File: src/rtl/dbg_pkg.sv
// Shared constants for the byte-stream Wishbone debug bridge: frame opcodes,
// response bytes and parser/bus FSM state encodings.
package dbg_pkg;

  localparam logic [7:0] DBG_OP_RD   = 8'h52;  // 'R'
  localparam logic [7:0] DBG_OP_WR   = 8'h57;  // 'W'
  localparam logic [7:0] DBG_RSP_OK  = 8'h2B;  // '+'
  localparam logic [7:0] DBG_RSP_ERR = 8'h21;  // '!'

  localparam logic [2:0] ST_IDLE = 3'd0;
  localparam logic [2:0] ST_ADDR = 3'd1;
  localparam logic [2:0] ST_DATA = 3'd2;
  localparam logic [2:0] ST_BUS  = 3'd3;
  localparam logic [2:0] ST_RESP = 3'd4;

endpackage

File: src/rtl/dbg_tx_serializer.sv
// Response serializer: loads a 32-bit word with a length of 1 or 4 bytes and
// emits it MSB-first over a valid/ready byte handshake.
module dbg_tx_serializer (
  input  logic        clk,
  input  logic        reset,
  input  logic        i_load,
  input  logic [31:0] i_word,
  input  logic        i_len4,
  input  logic        i_tx_ready,
  output logic [7:0]  o_tx_data,
  output logic        o_tx_valid,
  output logic        o_done
);

  logic [31:0] r_shift;
  logic [1:0]  r_left;   // bytes remaining after the one presented
  logic        r_valid;

  // NOTE: sequential state uses non-blocking assignments so every register samples pre-edge values.
  always_ff @(posedge clk or posedge reset) begin
    if (reset) begin
      r_shift <= '0;
      r_left  <= '0;
      r_valid <= 1'b0;
    end else if (i_load) begin
      r_shift <= i_word;
      r_left  <= i_len4 ? 2'd3 : 2'd0;
      r_valid <= 1'b1;
    end else if (r_valid && i_tx_ready) begin
      r_shift <= {r_shift[23:0], 8'h00};
      if (r_left == 2'd0) r_valid <= 1'b0;
      else                r_left  <= r_left - 2'd1;
    end
  end

  assign o_tx_data  = r_shift[31:24];
  assign o_tx_valid = r_valid;
  assign o_done     = r_valid && i_tx_ready && (r_left == 2'd0);

endmodule

File: src/rtl/wb_dbg_master.sv
// Byte-stream to Wishbone classic debug master: parses 'R'/'W' frames and
// runs one 32-bit bus cycle per frame. Optional macro DBG_RX_TIMEOUT_EN.
module wb_dbg_master
  import dbg_pkg::*;
#(
  parameter int TIMEOUT_CYCLES = 1024,
  parameter int RX_IDLE_CYCLES = 100000
) (
  input  logic        clk,
  input  logic        reset,
  input  logic [7:0]  rx_data,
  input  logic        rx_valid,
  output logic [7:0]  tx_data,
  output logic        tx_valid,
  input  logic        tx_ready,
  output logic [31:0] wb_adr_o,
  output logic [31:0] wb_dat_o,
  input  logic [31:0] wb_dat_i,
  output logic [3:0]  wb_sel_o,
  output logic        wb_we_o,
  output logic        wb_cyc_o,
  output logic        wb_stb_o,
  input  logic        wb_ack_i,
  input  logic        wb_err_i,
  output logic        busy,
  output logic        overrun
);

  localparam int                WAIT_W    = $clog2(TIMEOUT_CYCLES);
  localparam logic [WAIT_W-1:0] WAIT_LAST = WAIT_W'(TIMEOUT_CYCLES - 1);

  logic [2:0]        r_state, w_state_nxt;
  logic              r_we, r_cyc, r_busy, r_overrun;
  logic [1:0]        r_cnt;
  logic [31:0]       r_adr, r_wdat, w_rsp_word;
  logic [WAIT_W-1:0] r_wait;
  logic              w_op_hit, w_last_byte, w_bus_end, w_rx_to, w_load, w_rsp_len4, w_tx_done;

  assign w_op_hit    = rx_valid && ((rx_data == DBG_OP_RD) || (rx_data == DBG_OP_WR));
  assign w_last_byte = rx_valid && (r_cnt == 2'd3);
  assign w_bus_end   = wb_err_i || wb_ack_i || (r_wait == WAIT_LAST);
  assign w_load      = (r_state == ST_BUS) && w_bus_end;

`ifdef DBG_RX_TIMEOUT_EN
  localparam int                IDLE_W    = $clog2(RX_IDLE_CYCLES);
  localparam logic [IDLE_W-1:0] IDLE_LAST = IDLE_W'(RX_IDLE_CYCLES - 1);
  logic              w_in_frame;
  logic [IDLE_W-1:0] r_idle;

  assign w_in_frame = (r_state == ST_ADDR) || (r_state == ST_DATA);
  assign w_rx_to    = w_in_frame && !rx_valid && (r_idle == IDLE_LAST);

  always_ff @(posedge clk or posedge reset) begin
    if (reset)                       r_idle <= '0;
    else if (rx_valid || !w_in_frame) r_idle <= '0;
    else                             r_idle <= r_idle + 1'b1;
  end
`else
  assign w_rx_to = 1'b0;
`endif

  // NOTE: every combinational output is defaulted first so no path infers a latch.
  always_comb begin
    w_state_nxt = r_state;
    case (r_state)
      ST_IDLE: if (w_op_hit) w_state_nxt = ST_ADDR;
      ST_ADDR: if (w_rx_to)           w_state_nxt = ST_IDLE;
               else if (w_last_byte) w_state_nxt = r_we ? ST_DATA : ST_BUS;
      ST_DATA: if (w_rx_to)           w_state_nxt = ST_IDLE;
               else if (w_last_byte) w_state_nxt = ST_BUS;
      ST_BUS:  if (w_bus_end) w_state_nxt = ST_RESP;
      ST_RESP: if (w_tx_done) w_state_nxt = ST_IDLE;
      default: w_state_nxt = ST_IDLE;
    endcase
  end

  // err beats ack; timeout (neither) also reports '!'
  always_comb begin
    w_rsp_word = {DBG_RSP_ERR, 24'h0};
    w_rsp_len4 = 1'b0;
    if (!wb_err_i && wb_ack_i) begin
      if (r_we) begin
        w_rsp_word = {DBG_RSP_OK, 24'h0};
      end else begin
        w_rsp_word = wb_dat_i;
        w_rsp_len4 = 1'b1;
      end
    end
  end

  always_ff @(posedge clk or posedge reset) begin
    if (reset) begin
      r_state   <= ST_IDLE;
      r_we      <= 1'b0;
      r_cnt     <= '0;
      r_adr     <= '0;
      r_wdat    <= '0;
      r_wait    <= '0;
      r_cyc     <= 1'b0;
      r_busy    <= 1'b0;
      r_overrun <= 1'b0;
    end else begin
      r_state   <= w_state_nxt;
      r_busy    <= (w_state_nxt != ST_IDLE);
      r_cyc     <= (w_state_nxt == ST_BUS);
      r_overrun <= rx_valid && ((r_state == ST_BUS) || (r_state == ST_RESP));
      r_wait    <= (r_state == ST_BUS) ? r_wait + 1'b1 : '0;
      if ((r_state == ST_IDLE) && w_op_hit) begin
        r_we  <= (rx_data == DBG_OP_WR);
        r_cnt <= 2'd0;
      end
      if (rx_valid && ((r_state == ST_ADDR) || (r_state == ST_DATA))) r_cnt <= r_cnt + 2'd1;
      if (rx_valid && (r_state == ST_ADDR)) r_adr  <= {r_adr[23:0], rx_data};
      if (rx_valid && (r_state == ST_DATA)) r_wdat <= {r_wdat[23:0], rx_data};
    end
  end

  dbg_tx_serializer u_tx (
    .clk        (clk),
    .reset      (reset),
    .i_load     (w_load),
    .i_word     (w_rsp_word),
    .i_len4     (w_rsp_len4),
    .i_tx_ready (tx_ready),
    .o_tx_data  (tx_data),
    .o_tx_valid (tx_valid),
    .o_done     (w_tx_done)
  );

  assign wb_adr_o = r_adr;
  assign wb_dat_o = r_wdat;
  assign wb_we_o  = r_we;
  assign wb_cyc_o = r_cyc;
  assign wb_stb_o = r_cyc;
  assign wb_sel_o = {4{r_cyc}};
  assign busy     = r_busy;
  assign overrun  = r_overrun;

endmodule

File: config.mk
export PLATFORM = sky130hd
export DESIGN_NAME = wb_dbg_master
export DESIGN_NICKNAME = d
export VERILOG_FILES = /design/src/rtl/dbg_pkg.sv /design/src/rtl/dbg_tx_serializer.sv /design/src/rtl/wb_dbg_master.sv
export SDC_FILE = /design/constraint.sdc
export NUM_CORES = 1
export LEC_CHECK = 0
export ABC_AREA = 1
export CORE_ASPECT_RATIO = 1.5
export CORE_MARGIN = 2
export CORE_UTILIZATION = 33
export DETAILED_ROUTE_END_ITERATION = 16
export PLACE_DENSITY = 0.57
export SYNTH_ARGS = -nofsm -noshare
export SYNTH_HDL_FRONTEND = slang
export SYNTH_HIERARCHICAL = 1
export SYNTH_SLANG_ARGS = --single-unit
File: constraint.sdc
create_clock -name clk -period 4.6 [get_ports clk]
set_input_delay 1.38 -clock clk [delete_from_list [all_inputs] [get_ports clk]]
set_output_delay 1.38 -clock clk [all_outputs]
set_load 0.02 [all_outputs]
==> results of run 1 <==
## placed cells by master (no fill, tap or decap), types with 8 or more instances in the layout
cell type        count
a21oi_1              8
nand3_1              9
o21ai_1             15
clkdlybuf4s50_1    127
a21oi_2              8
o21ai_0             25
nor2_1              68
clkbuf_16           17
mux2_4               8
nand2_1            273
o21ai_2             18
inv_1               47
dfrtp_1            118
## layer usage
layer | vias to the layer above | part of all wire, %
li1 | 2265 | -
met1 | 2067 | 44
met2 | 137 | 50
met3 | 14 | 5.1
met4 | 0 | 1.3
met5 | - | 0
## cell type report
class                           count  area share (%)
Timing Repair Buffer              134            17.7
Clock inverter                     14            2.36
Tap cell                          210            3.52
Clock buffer                       18            5.88
Multi-Input combinational cell    454            28.1
Sequential cell                   118            39.5
Inverter                           56            2.86
## power by group through the flow
stage	clock network [W]	logic, W	registers [W]
2_1_floorplan	0	0.000599	0.00180
3_3_place_gp	0	0.00149	0.00153
3_5_place_dp	0	0.00151	0.00154
4_1_cts	0.00139	0.00152	0.00152
5_1_grt	0.00144	0.00164	0.00156
6_report	0.00136	0.00150	0.00152
## stage by stage
stage | cells | cell area, µm² | setup slack, ns | util [%]
after global placement | 972 | 6850 | 0.907 | 41.1
after detailed placement | 972 | 6850 | 0.809 | 41.1
after floorplan | 670 | 5580 | 1.08 | -
after CTS | 1004 | 7470 | 1.23 | 44.8
after global routing | 1004 | 7470 | 0.945 | 44.8
final | 1004 | 7470 | 1.20 | 44.8
## cell usage after synthesis, types with 2 or more instances
master and count:
o21ai_2 18, dfrtp_1 118, buf_2 8, buf_4 17, nor2_4 2, nand2_2 5
o21ai_1 15, or2_2 2, nand2_1 273, buf_6 11, mux2_4 8, o21ai_0 25
inv_1 48, nand3_1 9, a21oi_1 8, clkbuf_1 6, inv_2 7, a21oi_2 8
nor2_1 68, ha_1 3, nand3_2 2, nor3_1 3
## worst max-delay path, delay by kind of cell
kind,cells,cell delay [ns]
AND/OR/NAND/NOR,6,0.66
buffers and inverters,6,1.70
## flip-flops by register name, indices dropped and copies added (netlist names), 2 cells and up
register and flops:
r_state 3, u_tx/r_left 2, r_wait 10, wb_adr_o 32, r_cnt 2, u_tx/r_shift 32, wb_dat_o 32
## cells by family after synthesis
logic type               Yosys count  synth area share, %
multiplexers                       8                 2.15
AO/OA/AOI/OAI                     74                 8.39
AND/OR/NAND/NOR                  368                 26.3
adder cells (fa/ha/maj)            3                0.673
XOR/XNOR                           1                0.157
buffers and inverters             98                 9.44
flip-flops                       118                 52.9
## how the worst max path moves through the flow
| stage | endpoint | cells past startpoint | slack, ns |
|---|---|---|---|
| 2_1_floorplan | busy | 1 | 1.08 |
| 3_3_place_gp | u_tx/r_shift[31] | 12 | 0.91 |
| 3_5_place_dp | u_tx/r_shift[24] | 12 | 0.81 |
| 4_1_cts | u_tx/r_shift[18] | 12 | 1.23 |
| 5_1_grt | u_tx/r_shift[17] | 12 | 0.94 |
| 6_report | u_tx/r_shift[18] | 12 | 1.20 |
==> results by group, run 1 <==
Setup path
  • CP Capture Type: register
  • Crit Reg-Reg Endpoint: u_tx/r_shift[18]
  • Crit. Startpoint: wb_ack_i
  • Critical path class: in2reg
  • Most frequent CP cell: nand2_1
  • CP arrival: approximately 3.7 ns
  • Crit path launch type: input pin
  • Crit path max fanout: 40
  • Reg2reg path depth: 14
  • Max incr delay on CP: 0.42 ns
  • Worst EP required: slightly below 5 ns
  • FF-to-FF setup slack: 1.77 ns
  • Worst r2r src: r_wait[0]
  • Slowest-stage cell, CP: clkdlybuf4s50_1
  • Crit path cell chain: clkdlybuf4s50_1 -> nor2_1 -> nand2_1 -> nand2_1 -> inv_1 -> buf_4 -> inv_2 -> nand2_1 -> buf_4 -> inv_2 -> nand2_1 -> nand2_1

Power
  • Switching Power: 0.00149 W
  • Maximum vdd ir drop: 0.382 mV
  • Switching Fraction: approximately a third
  • Clock share of power: 31.1%
  • Tot Pwr: 0.00437 W
  • Reg power frac: 34.7%
  • Power per cell area: 586 mW/mm²
  • Pleak: approximately 3.6 nW
  • P_int: 0.00288 W
  • Combinational fraction of design power: 34.2%

Clock network
  • Root Driver: clkbuf_16
  • Setup bufs post-CTS: 0
  • Resized Gates After CTS: 0
  • Clk_lat worst skew: 0.41 ns
  • H-Tree Depth: 4
  • CTS tree: done
  • Longest Clk Path Bufs: 2
  • Clock-pin slew on the worst setup and hold paths: 0.06 ns
  • CTS Hold Buffers Added: 0
  • CTS Buf Count: 17
  • TritonCTS Sinks: 118

Yosys
  • Post-synth cell types: 28
  • Netlist Area Pre-Place: 0.00558 mm²
  • Top cells by area, synth: dfrtp_1 53%, nand2_1 18%, nor2_1 4.6%
  • Share of Yosys cell area claimed by the top area cell type: ~53%
  • Async S/R FF share, synth: 100%
  • Cell count after synthesis: 670
  • Most used DFF post-synth: dfrtp_1
  • Syn_nets: 719
  • #FFs+latches synth: about 120
  • Sequential share of the synthesized area: 52.9%
  • Post-synth EDFFs: 0
  • Mean Syn Cell Area: 8.33 µm²
  • Warning count from the yosys run: 6
  • Cell taking the most area after synthesis: dfrtp_1

Min path
  • Hold depth: 2
  • Min-delay worst type: reg2reg
  • Worst hold endpoint: wb_adr_o[29]
  • Min-delay src: wb_adr_o[29]

Timing
  • Final Hold Vio Count: 0
  • Worst Tran Pin Value: between 0.8 and 0.9 ns
  • Slew headroom: around 43%
  • Tcrit/Tclk final: about 74%
  • F_max: 294 MHz
  • Minimum clock period: ~3.4 ns
  • RSZ-0062 raised after global routing: false
  • Worst Hold Margin: ~0.47 ns
  • Final setup viols: 0
  • Clk_skew: 0.0150 ns
  • Max Slew Vio Count: 0
  • Total negative slack: 0 ns

GRT
  • Number of antenna violations at the first check in global routing: 0
  • Vias in the first global route: between 4000 and 5000
  • Gr usage total: about 15%
  • Met3 usage: 3.67%
  • Met1 usage: 18.4%
  • Met2 usage: 25.3%
  • GR peak layer: met2
  • First-pass GRT wire length: ~21 mm
  • Largest net degree at the start of global routing: 58
  • Gr ovfl total: 0

Place
  • Global placement routability congestion: 0.758
  • Port-buffer cells: 127
  • Hpwl dp: 9.34 mm

Cells and area
  • Fillers: 1623
  • Area Overhead vs Synth: 33.9%
  • Seq. cell area: 0.00295 mm²
  • Fin nets: 830
  • Multi-input gate area: around 0.0021 mm²
  • Ant. Diodes: 0
  • Layout cells sized above 1: 12.0%

Detailed routing
  • DRC viols: 0
  • DR vias/cell: ~4.5
  • Vias: 4483
  • Wirelength per Cell: 12.9 µm
  • Drt initial violations: around 200
  • Routed wire length: 13.0 mm
  • Routed Antenna Nets: 0
  • Drt pass-1 iters: 4

Die
  • Initial Util: between 30 and 40%
  • Die Span Y: ~160 µm
  • Die W: 110 µm
  • FP Rows: just under 60
  • Total I/O pin count: 128
  • Die area: 0.0180 mm²
  • Area of the core: around 0.017 mm²

Job
  • Max-Cap Viols: 0

Status
  • Outcome: complete, no violations
Note: power is estimated with default switching activity, not from simulation.
==> run 2, diff against run 1 <==
--- a/config.mk
+++ b/config.mk
@@ -10,7 +10,7 @@
 export CORE_MARGIN = 2
 export CORE_UTILIZATION = 33
 export DETAILED_ROUTE_END_ITERATION = 16
-export PLACE_DENSITY = 0.57
+export PLACE_DENSITY = 0.59
 export SYNTH_ARGS = -nofsm -noshare
 export SYNTH_HDL_FRONTEND = slang
 export SYNTH_HIERARCHICAL = 1
==> constraint.sdc (replaced) <==
create_clock -name clk -period 3.1 [get_ports clk]
set_input_delay 0.93 -clock clk [delete_from_list [all_inputs] [get_ports clk]]
set_output_delay 0.93 -clock clk [all_outputs]
set_load 0.02 [all_outputs]
==> results by group, run 2 (synthesized netlist as in run 1, its figures left out) <==
Clock network
  • Root Driver: clkbuf_16
  • CTS Hold Buffers Added: 0 (unchanged)
  • Longest Clk Path Bufs: 2 (unchanged)
  • Setup bufs post-CTS: 0 (unchanged)
  • H-Tree Depth: 4 (unchanged)
  • Clk_lat worst skew: 0.41 ns (about the same)
  • Resized Gates After CTS: 0 (unchanged)
  • Clock-pin slew on the worst setup and hold paths: 0.06 ns (about the same)
  • CTS Buf Count: 17 (unchanged)
  • CTS tree: done
  • TritonCTS Sinks: 118 (unchanged)

Setup path
  • Crit path launch type: register
  • Worst EP required: 2.17 ns (-2.77 ns)
  • CP Buf/Inv Count: 1 (-5)
  • FF-to-FF setup slack: 1.22 ns (-0.55 ns)
  • Max incr delay on CP: 0.66 ns (+0.24 ns)
  • CP arrival: 1.56 ns (-2.18 ns)
  • Crit path max fanout: 5 (-88%)
  • CP Capture Type: primary output
  • Critical path class: reg2out
  • Slowest-stage cell, CP: clkdlybuf4s50_1
  • Crit path cell chain: clkdlybuf4s50_1
  • CP top delay family: buffers and inverters

Die
  • Die area: 0.0180 mm² (unchanged)
  • Initial Util: 33.4% (unchanged)
  • Die W: 110 µm (unchanged)
  • FP Rows: 58 (unchanged)
  • Area of the core: 0.0167 mm² (unchanged)
  • Die Span Y: 163 µm (unchanged)
  • Total I/O pin count: 128 (unchanged)

GRT
  • Number of antenna violations at the first check in global routing: 0 (unchanged)
  • First-pass GRT wire length: 20.5 mm (-2.7%)
  • Gr ovfl total: 0 (unchanged)
  • Gr usage total: 14.6% (-0.30 points)
  • Largest net degree at the start of global routing: 44 (-24%)
  • Vias in the first global route: 4115 (-6.5%)

Place
  • Dpl cell area: 0.00692 mm² (+1.0%)
  • Hpwl dp: 9.02 mm (-3.4%)
  • Port-buffer cells: 127 (unchanged)
  • Global placement routability congestion: 0.740 (-2.3%)
  • Dpl cells: 978 (+0.62%)

Power
  • Maximum vdd ir drop: 0.563 mV (+47%)
  • Power per cell area: 865 mW/mm² (+48%)
  • Pleak: 3.67 nW (+0.78%)
  • Switching Power: 0.00222 W (+49%)
  • Clock share of power: 31.2% (about the same)
  • P_int: 0.00430 W (+49%)
  • Reg power frac: 34.3% (-0.4 points)
  • Combinational fraction of design power: 34.4% (+0.2 points)
  • Switching Fraction: 34.1% (about the same)

Detailed routing
  • Drt pass-1 iters: 4 (unchanged)
  • Vias: 4357 (-2.8%)
  • Wirelength per Cell: 12.5 µm (-2.8%)
  • DR vias/cell: 4.31 (-3.4%)
  • Routed Antenna Nets: 0 (unchanged)
  • Drt initial violations: 165 (-16%)
  • Routed wire length: 12.7 mm (-2.2%)
  • DRC viols: 0 (unchanged)

Timing
  • RSZ-0062 raised after global routing: false
  • F_max: 402 MHz
  • Final Hold Vio Count: 0 (unchanged)
  • Worst Tran Pin Value: 0.852 ns (-0.00316 ns)
  • Minimum clock period: 2.49 ns
  • Final setup viols: 0 (unchanged)
  • Slew headroom: 43.1% (+0.15 points)
  • Max Slew Vio Count: 0 (unchanged)
  • Clk_skew: 0.0115 ns (-0.00354 ns)
  • Worst Hold Margin: 0.469 ns (+0.00311 ns)
  • Total negative slack: 0 ns (unchanged)
  • Tcrit/Tclk final: 80.3%

Cells and area
  • Layout cells sized above 1: 12.5% (+0.54 points)
  • Final Instance Count excl. Fillers: 1010 (+0.60%)
  • Ant. Diodes: 0 (unchanged)
  • Commonest cells after routing, fill and taps aside: 273 x nand2_1, 127 x clkdlybuf4s50_1, 118 x dfrtp_1
  • Fin nets: 836 (+0.72%)
  • Fillers: 1670 (+2.9%)
  • Most common cell after layout, fill and taps aside: nand2_1
  • Area Overhead vs Synth: 35.1%
  • Fin area: 0.00754 mm² (+0.94%)

Job
  • Max-Cap Viols: 0 (unchanged)

Status
  • Outcome: complete, no violations

Min path
  • Min-delay worst type: reg2reg
-- run 2: changes by cell type in the layout (fill, tap and decap cells not counted), sizes merged --
cell,previous run,this run
clkbuf,18,19
clkinv,9,5
buf,7,13
clkinvlp,2,4
inv,56,57
-- run 2: metal layers --
layer	vias to the layer above	GRT usage, %	wire length (µm)
met3	12	3.79	664
li1	2281	-	-
met4	0	4.43	142
met1	1946	17.7	5620
met2	118	25.2	6240
met5	-	0	0
-- run 2: worst paths after layout --
check                             startpoint               end  depth (start not counted)
max in group asynchronous              reset      wb_dat_o[22]                          3
worst max register to register     r_wait[0]  u_tx/r_shift[25]                         12
worst min-delay path            wb_adr_o[31]      wb_adr_o[31]                          2
min in group asynchronous              reset          wb_cyc_o                          2
worst min register to register  wb_adr_o[31]      wb_adr_o[31]                          2
worst max-delay path                 wb_we_o           wb_we_o                          1
-- run 2: layout make-up --
| cell class | instances | area (µm²) | share of cell area, % |
|---|---|---|---|
| Sequential cell | 118 | 2950 | 39.2 |
| Multi-Input combinational cell | 454 | 2100 | 27.9 |
| Timing Repair Buffer | 140 | 1390 | 18.5 |
| Clock buffer | 19 | 443 | 5.87 |
| Tap cell | 210 | 263 | 3.48 |
| Inverter | 56 | 214 | 2.84 |
| Clock inverter | 13 | 173 | 2.29 |
-- run 2: power by group through the flow --
stage / clock network, W / registers, W / logic (W)
2_1_floorplan: 0 / 0.00267 / 0.000889
3_3_place_gp: 0 / 0.00226 / 0.00225
3_5_place_dp: 0 / 0.00227 / 0.00227
4_1_cts: 0.00208 / 0.00225 / 0.00228
5_1_grt: 0.00217 / 0.00230 / 0.00248
6_report: 0.00204 / 0.00224 / 0.00225
-- run 2: through the flow --
step	utilization [%]	total power (W)	setup WS, ns
floorplan	-	0.00356	0.0332
global placement	41.5	0.00452	0.555
detailed placement	41.5	0.00455	0.504
CTS	45.2	0.00662	0.581
global route	45.2	0.00694	0.556
finish	45.2	0.00652	0.612
==> run 3, diff against run 2 <==
--- a/config.mk
+++ b/config.mk
@@ -10,7 +10,7 @@
 export CORE_MARGIN = 2
 export CORE_UTILIZATION = 33
 export DETAILED_ROUTE_END_ITERATION = 16
-export PLACE_DENSITY = 0.59
+export PLACE_DENSITY = 0.57
 export SYNTH_ARGS = -nofsm -noshare
 export SYNTH_HDL_FRONTEND = slang
 export SYNTH_HIERARCHICAL = 1
==> constraint.sdc (replaced) <==
create_clock -name clk -period 2.44 [get_ports clk]
set_input_delay 0.732 -clock clk [delete_from_list [all_inputs] [get_ports clk]]
set_output_delay 0.732 -clock clk [all_outputs]
set_load 0.02 [all_outputs]
==> results by group, run 3 (synthesized netlist as in run 1, its figures left out) <==
Detailed routing
  • Vias: 4529 (+3.9%)
  • Drt initial violations: 229 (+39%)
  • DR vias/cell: 4.46 (+3.4%)
  • Routed Antenna Nets: 0 (unchanged)
  • Routed wire length: 13.0 mm (+2.6%)
  • DRC viols: 0 (unchanged)
  • Wirelength per Cell: 12.8 µm (+2.1%)
  • Drt pass-1 iters: 4 (unchanged)

Setup path
  • Crit path cell chain: clkdlybuf4s50_1
  • Crit path max fanout: 5 (unchanged)
  • Crit. Startpoint: wb_we_o
  • Slowest-stage cell, CP: clkdlybuf4s50_1
  • Crit path launch type: register
  • Max incr delay on CP: 0.66 ns (about the same)
  • CP Capture Type: primary output
  • CP Buf/Inv Count: 1 (unchanged)
  • CP top delay family: buffers and inverters
  • CP arrival: 1.53 ns (-0.03 ns)
  • Worst r2r src: r_wait[0]
  • Critical path class: reg2out
  • Worst EP required: 1.71 ns (-0.46 ns)

Clock network
  • Root Driver: clkbuf_16
  • CTS Hold Buffers Added: 0 (unchanged)
  • CTS Buf Count: 17 (unchanged)
  • Resized Gates After CTS: 0 (unchanged)
  • Longest Clk Path Bufs: 2 (unchanged)
  • TritonCTS Sinks: 118 (unchanged)
  • Clock-pin slew on the worst setup and hold paths: 0.05 ns (about the same)
  • CTS tree: done
  • Setup bufs post-CTS: 0 (unchanged)
  • H-Tree Depth: 4 (unchanged)
  • Clk_lat worst skew: 0.41 ns (about the same)

Power
  • Maximum vdd ir drop: 0.580 mV (+3.1%)
  • Power per cell area: 1100 mW/mm² (+27%)
  • Pleak: 3.73 nW (+1.6%)

Timing
  • Tcrit/Tclk final: 92.8%
  • Worst Tran Pin Value: 0.444 ns (-0.408 ns)
  • Total negative slack: 0 ns (unchanged)
  • Final Hold Vio Count: 0 (unchanged)
  • Slew headroom: 70.4% (+27 points)
  • Max Slew Vio Count: 0 (unchanged)
  • Minimum clock period: 2.27 ns
  • F_max: 441 MHz
  • Final setup viols: 0 (unchanged)
  • Clk_skew: 0.0148 ns (+0.00334 ns)
  • RSZ-0062 raised after global routing: false

Cells and area
  • Final Instance Count excl. Fillers: 1015 (+0.50%)
  • Most common cell after layout, fill and taps aside: nand2_1
  • Area Overhead vs Synth: 36.8%
  • Fillers: 1665 (-0.30%)
  • Fin nets: 842 (+0.72%)
  • Layout cells sized above 1: 13.2% (+0.67 points)
  • Commonest cells after routing, fill and taps aside: 273 x nand2_1, 127 x clkdlybuf4s50_1, 118 x dfrtp_1
  • Fin area: 0.00763 mm² (+1.2%)
  • Ant. Diodes: 0 (unchanged)

GRT
  • First-pass GRT wire length: 21.7 mm (+6.2%)
  • Vias in the first global route: 4571 (+11%)
  • Number of antenna violations at the first check in global routing: 0 (unchanged)
  • Gr ovfl total: 0 (unchanged)
  • Gr usage total: 15.4% (+0.81 points)
  • Largest net degree at the start of global routing: 58 (+32%)

Place
  • Global placement routability congestion: 0.774 (+4.7%)
  • Dpl cells: 984 (+0.61%)
  • Dpl cell area: 0.00701 mm² (+1.2%)
  • Port-buffer cells: 127 (unchanged)
  • Hpwl dp: 9.64 mm (+6.9%)

Min path
  • Min-delay worst type: reg2reg
  • Min-delay src: r_wait[0]

Status
  • Outcome: complete, no violations

Die
  • Initial Util: 33.4% (unchanged)
  • Die W: 110 µm (unchanged)
  • Area of the core: 0.0167 mm² (unchanged)
  • FP Rows: 58 (unchanged)
  • Die Span Y: 163 µm (unchanged)
  • Total I/O pin count: 128 (unchanged)
  • Die area: 0.0180 mm² (unchanged)

Job
  • Max-Cap Viols: 0 (unchanged)
==> run 3: changes by cell type in the layout (fill, tap and decap cells not counted), sizes merged <==
| cell | delta |
|---|---|
| buf | +6 |
| bufinv | +1 |
| clkbuf | -2 |
| clkinvlp | -2 |
| inv | +2 |
==> run 3: cell type report <==
cell class | count | area (µm²) | share of cell area (%)
clock buffer | 17 | 425 | 5.57
clock inverter | 14 | 199 | 2.61
inverter | 56 | 216 | 2.84
multi-input combinational | 454 | 2100 | 27.5
sequential | 118 | 2950 | 38.7
tap | 210 | 263 | 3.44
timing repair buffer | 146 | 1480 | 19.3
==> run 3: path summary, 6_finish.rpt <==
path                       slack, ns                to  depth (start not counted)
max                             0.17           wb_we_o                          1
min                             0.46         r_wait[0]                          1
max reg2reg                     0.50  u_tx/r_shift[20]                         12
min reg2reg                     0.46         r_wait[0]                          1
max in group asynchronous       1.16      wb_adr_o[10]                          3
min in group asynchronous       0.73          wb_cyc_o                          2
==> run 3: power breakdown <==
part | total [W] | internal, W | switching [W]
combinational | 0.00288 | 0.00135 | 0.00153
clock | 0.00264 | 0.00172 | 0.000921
sequential | 0.00286 | 0.00249 | 0.000372
total | 0.00838 | 0.00556 | 0.00283
==> run 3: layer usage <==
metal / wire [µm] / track usage, %
met1: 5500 / 18.3
met2: 6870 / 27.3
met3: 577 / 3.35
met4: 51 / 5.06
met5: 0 / 0
==> run 3: metrics by stage <==
stage	setup slack, ns	total power (W)	util [%]	hold WS, ns
after floorplan	0.711	0.00453	-	0.433
after global placement	0.130	0.00574	42.0	0.454
after detailed placement	0.0691	0.00582	42.0	0.458
after CTS	0.150	0.00850	45.7	0.473
after global routing	0.127	0.00891	45.7	0.486
final	0.175	0.00838	45.7	0.462
